--- config.mk ---
export PLATFORM = sky130hd
export DESIGN_NAME = stream_rr_arbiter
export DESIGN_NICKNAME = d
export VERILOG_FILES = /design/src/rtl/stream_rr_arbiter.sv
export SDC_FILE = /design/constraint.sdc
export NUM_CORES = 1
export LEC_CHECK = 0
export ABC_AREA = 1
export BUFFER_PORTS_ARGS = -buffer_cell sky130_fd_sc_hd__buf_2
export CORE_MARGIN = 10
export CORE_UTILIZATION = 49
export DETAILED_ROUTE_END_ITERATION = 16
export PLACE_DENSITY_LB_ADDON = 0.05
export SYNTH_ARGS = -nofsm -noshare
export SYNTH_HDL_FRONTEND = slang
export SYNTH_SLANG_ARGS = --single-unit
--- constraint.sdc ---
create_clock -name clk -period 3.2 [get_ports clk]
set_input_delay 0.16 -clock clk [delete_from_list [all_inputs] [get_ports clk]]
set_output_delay 0.16 -clock clk [all_outputs]
set_load 0.05 [all_outputs]
--- src/rtl/stream_rr_arbiter.sv ---
`default_nettype none
// ============================================================================
// Module   : stream_rr_arbiter
// Brief    : Burst-locked round-robin arbiter feeding one registered stream stage.
// Revision : 1.0
// ============================================================================
module stream_rr_arbiter #(
  parameter int N     = 4,
  parameter int DW    = 32,
  parameter int BURST = 4,
  parameter int IW    = (N > 1) ? $clog2(N) : 1
) (
  input  logic            clk,
  input  logic            rst,
  input  logic [N-1:0]    up_valid,
  output logic [N-1:0]    up_ready,
  input  logic [N*DW-1:0] up_data,
  output logic            down_valid,
  input  logic            down_ready,
  output logic [DW-1:0]   down_data,
  output logic [IW-1:0]   down_src
);

  localparam logic [15:0]   c_burst    = 16'(BURST);
  localparam logic [IW-1:0] c_last_idx = IW'(N - 1);
  localparam logic [IW:0]   c_n        = (IW + 1)'(N);

  typedef enum logic [0:0] {
    ST_IDLE   = 1'b0,
    ST_LOCKED = 1'b1
  } state_t;

  state_t        r_state;
  logic [IW-1:0] r_owner;
  logic [15:0]   r_cnt;
  logic          r_down_valid;
  logic [DW-1:0] r_down_data;
  logic [IW-1:0] r_down_src;

  logic          w_load_en;
  logic          w_any;
  logic          w_accept;
  logic          w_hold;
  logic [IW-1:0] w_next;
  logic [IW-1:0] w_sel;
  logic [DW-1:0] w_sel_data;
  logic [N-1:0]  w_up_ready;

  assign w_load_en = !r_down_valid || down_ready;
  assign w_any     = |up_valid;
  // Reset gates the grant so no upstream beat is consumed and then dropped.
  assign w_accept  = !rst && w_load_en && w_any;
  assign w_hold    = (r_state == ST_LOCKED) && up_valid[r_owner] && (r_cnt < c_burst);

  // Rotating search starting one past the owner; descending k lets the nearest win.
  always_comb begin : p_search
    logic [IW:0] v_idx;
    w_next = r_owner;
    v_idx  = '0;
    for (int k = N; k >= 1; k--) begin
      v_idx = {1'b0, r_owner} + (IW + 1)'(k);
      if (v_idx >= c_n) v_idx = v_idx - c_n;
      if (up_valid[v_idx[IW-1:0]]) w_next = v_idx[IW-1:0];
    end
  end

  assign w_sel = w_hold ? r_owner : w_next;

  always_comb begin
    w_sel_data = '0;
    w_up_ready = '0;
    for (int i = 0; i < N; i++) begin
      if (w_sel == IW'(i)) begin
        w_sel_data = up_data[i*DW +: DW];
        w_up_ready[i] = w_accept;
      end
    end
  end

  always_ff @(posedge clk) begin
    if (rst) begin
      r_state      <= ST_IDLE;
      r_owner      <= c_last_idx;
      r_cnt        <= '0;
      r_down_valid <= 1'b0;
      r_down_data  <= '0;
      r_down_src   <= '0;
    end else if (w_load_en) begin
      if (w_any) begin
        r_down_valid <= 1'b1;
        r_down_data  <= w_sel_data;
        r_down_src   <= w_sel;
        if (w_hold) begin
          r_cnt <= r_cnt + 16'd1;
        end else begin
          r_owner <= w_sel;
          r_cnt   <= 16'd1;
          r_state <= ST_LOCKED;
        end
      end else begin
        r_down_valid <= 1'b0;
        r_state      <= ST_IDLE;
      end
    end
  end

  assign up_ready   = w_up_ready;
  assign down_valid = r_down_valid;
  assign down_data  = r_down_data;
  assign down_src   = r_down_src;

endmodule
`default_nettype wire

# == Word-level counts from Yosys, hierarchy flattened ==
# Index checks and enable logic that the tools add are counted.
# totals
ff_bits,54
inputBits,135
wordCells,73
# classes
add_sub_neg,9
magnitude_cmp,10
n_eq_ne,4
muxes,31
n_bitwise,1
reduce_logical,12
# ops
op,n
32-bit two-way mux,4
2-bit two-way mux,9
"16-bit by 1-bit adder with 16-bit output, second input constant",1
"16-bit by 3-bit less-than comparator with 1-bit output, second input constant",1
16-bit two-way mux,1
"2-bit by 3-bit less-than comparator with 1-bit output, second input constant",5
"3-bit >= comparator, second input constant",4
1-bit two-way mux,12
1-bit binary-select mux with 2-bit select,5
"2-bit by 1-bit subtractor with 2-bit output, second input constant",4
"2-bit by 2-bit adder with 3-bit output, second input constant",2
"2-bit == test, second input constant",2
1-bit logical AND,4
2-bit AND reduction,2
4-bit OR reduction,1
"2-bit by 1-bit adder with 3-bit output, second input constant",1
"2-bit by 3-bit adder with 3-bit output, second input constant",1
3-bit AND reduction,1
"2-bit by 1-bit == test with 1-bit output, second input constant",1
1-bit logical NOT,2
2-bit logical NOT,1
"2-bit inequality test, second input constant",1
1-bit logical OR,1
1-bit inverter,1

# == Longest topological paths before layout ==
# logic_depth
depth_word,15
ltp_mapped,18
mapped_depth_nobuf,16

# == Worst setup path before layout ==
# OpenSTA, ideal clock, no wires.
# synth_timing
kind,register -> output
start,reg r_down_valid (netlist: down_valid)
end,out up_ready[2]
arrival_ps,2477
setup_slack_ps,563
path_stages_with_launch,7
path_buffers,1
cell_sequence,dfxtp_1 inv_1 nor2_1 nor2_1 clkbuf_1 nand2_1 nor3_1
# synth_via
elab_chain_cells,5
# synth_lines
element,line_no,source
"start, declared",36,logic r_down_valid;
"start signal, assigned",85,r_down_valid <= 1'b0;
"start signal, assigned",90,r_down_valid <= 1'b1;
"start signal, assigned",101,r_down_valid <= 1'b0;
1-bit logical NOT,49,assign w_load_en = !r_down_valid || down_ready;
1-bit logical OR,49,
1-bit logical AND (2 in a row),52,assign w_accept = !rst && w_load_en && w_any;
1-bit two-way mux,73,if (w_sel == IW'(i)) begin
"end, declared",16,"output logic [N-1:0] up_ready,"
# No other way between the ends.

# == Worst setup path after layout ==
# layout_timing
start,reg r_owner[0]
end,out up_ready[0]
# layout_via
elab_chain_cells,12
elab_cells_between_ends,35
cone_classes,add/sub: 8; order compare: 4; mux: 20; reduce/logical: 3
# layout_lines
element,line_no,source
"start, declared",34,logic [IW-1:0] r_owner;
"start signal, assigned",83,r_owner <= c_last_idx;
"start signal, assigned",96,r_owner <= w_sel;
2-bit by 3-bit adder with 3-bit output,61,"v_idx = {1'b0, r_owner} + (IW + 1)'(k);"
3-bit >= comparator / 2-bit by 1-bit subtractor with 2-bit output (equally long branches),62,if (v_idx >= c_n) v_idx = v_idx - c_n;
2-bit two-way mux,62,
1-bit binary-select mux with 2-bit select,63,if (up_valid[v_idx[IW-1:0]]) w_next = v_idx[IW-1:0];
1-bit two-way mux (implied by the code),63,
2-bit two-way mux (4 in a row),63,
2-bit two-way mux (*),67,assign w_sel = w_hold ? r_owner : w_next;
2-bit logical NOT (*),73,
1-bit two-way mux (*),73,
# Every way passes the cells marked *; elsewhere a longest branch is shown, timed or not. The select of a mux whose other input is x is not followed.

==> impl_results.md <==
- FF+latch count, synth: between 50 and 60
- Top cells by count, synth: 177 x nand2_1, 54 x dfxtp_1, 47 x nor2_1, 39 x inv_1, 32 x nand4_1
- # H-tree levels: 2
- N_diodes: 0
- Worst EP arrival: about 2.7 ns
- Hold Violations, Final: 0
- Rows: 29
- TritonCTS clock tree: built
- Worst-margin pin slew: roughly 0.6 ns
- Dpl ws: 0.533 ns
- Post-cts resize count: 0
- Final Non-Filler Cells: 748
- Setup WS post-layout: between 0.2 and 0.3 ns
- DR WL/cell: approximately 16 um
- # placed instances: about 740
- Tot GR Track Use: between 20% and 30%
- Core area: around 6500 um^2
- CP max FO: 36
- Top post-synthesis cells by area: dfxtp_1 32%, nand2_1 20%, nand4_1 6.0%
- Worst VDD drop: around 0.74 mV
- Library cells used by synthesis: 33
- Vias in the first global route: roughly 3900
- Clock Path Buffers: 2
- Final Setup Violations: 0
- Unrepaired setup endpoints after global routing: false
- Fin crit share: roughly nine tenths
- Max-slew violations: 0
- Clock latency on the worst-skew pair: a little over 0.3 ns
- Hold Crit Start: up_data[115]
- Residual DRC count: 0
- Fillers: 631
- CP Capture Type: primary output
- Critical Path Start: r_owner[0]$_SDFFE_PP1P_
- Reg clk slew, reported paths: around 0.11 ns
- First-pass GRT wire length: 18200 um
- Cells after synthesis: 518
- Placed cell areas: between 4000 and 5000 um^2
- Sequential fraction of the synthesis area: between 30 and 40%
- Clk sink count: 54
- Vert. Die Dim: between 100 and 150 um
- Worst min path class: in2reg
- Post-Route Setup TNS: 0 ns
- Via-to-Cell Ratio: around 5.3
- Leakage power: 0.00225 uW
- Top-count cell post-synth: nand2_1
- Pre-antenna DRT Iters: 5
- Max_cap viols: 0
- Setup repair bufs after CTS: 0
- TritonCTS Buffers: 5
- Worst path required time: around 3 ns
- Largest net degree at the start of global routing: 61
- Layout cells sized above 1: between 30% and 40%
- Crit start category: flop
- Via count: between 3000 and 4000
- Area Growth Syn to Fin: 27.4%
- Cell area power density: ~1200 nW/um^2
- Syn avg cell area: ~6.4 um^2
- Status: completed
- Cell area after synthesis: roughly 3300 um^2
- Asr flop ratio synth: 0%
- Worst reg2reg path startpoint: r_owner[0]$_SDFFE_PP1P_
- Worst Skew: around 0.0043 ns
- GP Congestion: approximately 0.9
- Final #Nets: between 800 and 900
- Ports: between 150 and 200
- Setup CP Type: reg2out
- Initial Util: between 50% and 60%
- Final min period: a little under 3 ns
- Mapped Nets: between 600 and 700
- IO Port Bufs: approximately 170
- Die area: 10500 um^2
- Post-route cell area: ~4200 um^2
- Die width: 102 um
- Initial antenna violation count: 1
- Grt ovf: 0
- DRT Wirelength: approximately 12000 um
- Top FF cell, synth: dfxtp_1
- Total of warnings raised by yosys: 0
- HPWL Detailed: around 9200 um
- Relative slew slack: between 60% and 70%
- Fmax: 344 MHz
- Top cell type's share of synthesized area: roughly a third
- Number of synthesized flops with an enable pin: 0
- DRT antenna net count: 0
- CTS root buffer: clkbuf_8
- Cell accounting for the most synthesized area: dfxtp_1
- Starting DRT DRC Count: approximately 220
## through the flow
stage | hold WS, ns | total power, uW | util, %
after floorplan | 0.252 | 4220 | -
after global placement | 0.426 | 4760 | 64.1
after detailed placement | 0.432 | 4810 | 64.1
after CTS | 0.143 | 5230 | 65.5
after global routing | 0.176 | 5720 | 65.7
final | 0.144 | 5280 | 65.7
## routing by layer
| layer | wire length, um | vias up | GRT usage, % |
|---|---|---|---|
| met5 | 0 | - | 0 |
| met4 | 208 | 0 | 5.21 |
| met3 | 938 | 19 | 6.88 |
| met2 | 6000 | 142 | 37.6 |
| met1 | 4670 | 1792 | 24.2 |
| li1 | - | 1983 | - |
## layout make-up
cell class                 count  area (um^2)  share of cell area (%)
inverter                      44          173                    4.07
tap                           77         96.3                    2.27
clock inverter                 3         25.0                   0.590
multi-input combinational    389         1910                    45.0
clock buffer                   5         68.8                    1.62
sequential                    54         1080                    25.5
timing repair buffer         176          888                    20.9
## cells by family after synthesis
family | share of synthesized area, %
and+or+nand+nor | 47.3
adders and majority gates | 0.376
buffers and inverters | 10.7
DFF | 32.5
AOI/OAI and AO/OA | 9.13
## cell usage in the layout (no fill, tap or decap), types with 3 or more instances in the layout
master / count
clkbuf_8: 5
buf_2: 173
nand4_1: 32
nand2_1: 177
nor2_1: 46
dfxtp_1: 54
o211ai_1: 4
inv_2: 3
inv_1: 39
nand3_1: 27
o21ai_1: 10
a21oi_1: 18
o21ai_0: 24
nor3b_1: 12
nand2_2: 4
nor3_1: 10
buf_4: 3
nor3_2: 7
## registers in the layout, indices dropped and copies added, names as in the netlist
name,flops
down_src,2
r_state,1
r_owner,2
down_valid,1
r_cnt,16
down_data,32
## where the power goes
group          internal, uW  leakage (uW)  switching [uW]
clock                   159     0.0000447             248
combinational          1100       0.00176            2810
sequential              856      0.000445             110
total                  2120       0.00225            3160
## critical path, cell delays in order (launching register included)
cell and delay, ns:
dfxtp_1 0.61, inv_6 0.09, nand2_1 0.10, nand3_1 0.10
nand2_1 0.09, nand3_2 0.14, nand3_4 0.27, nand2_8 0.23
nor2_8 0.32, inv_1 0.09, nor2_1 0.11, buf_2 0.28
## repair_timing
item,in CTS,in global routing
hold endpoints to repair,0,0
endpoints found under the setup margin,0,1
hold buffers,0,0
## final timing paths
path / endpoint / slack (ns) / cells past startpoint
setup / recovery: up_ready[0] / 0.30 / 11
hold / removal: down_data[19]$_SDFFE_PP0P_ / 0.14 / 5
setup reg to reg: down_data[26]$_SDFFE_PP0P_ / 0.63 / 13
hold reg to reg: r_cnt[10]$_SDFFE_PP0P_ / 0.45 / 2
Note: power is estimated with default switching activity, not from simulation.
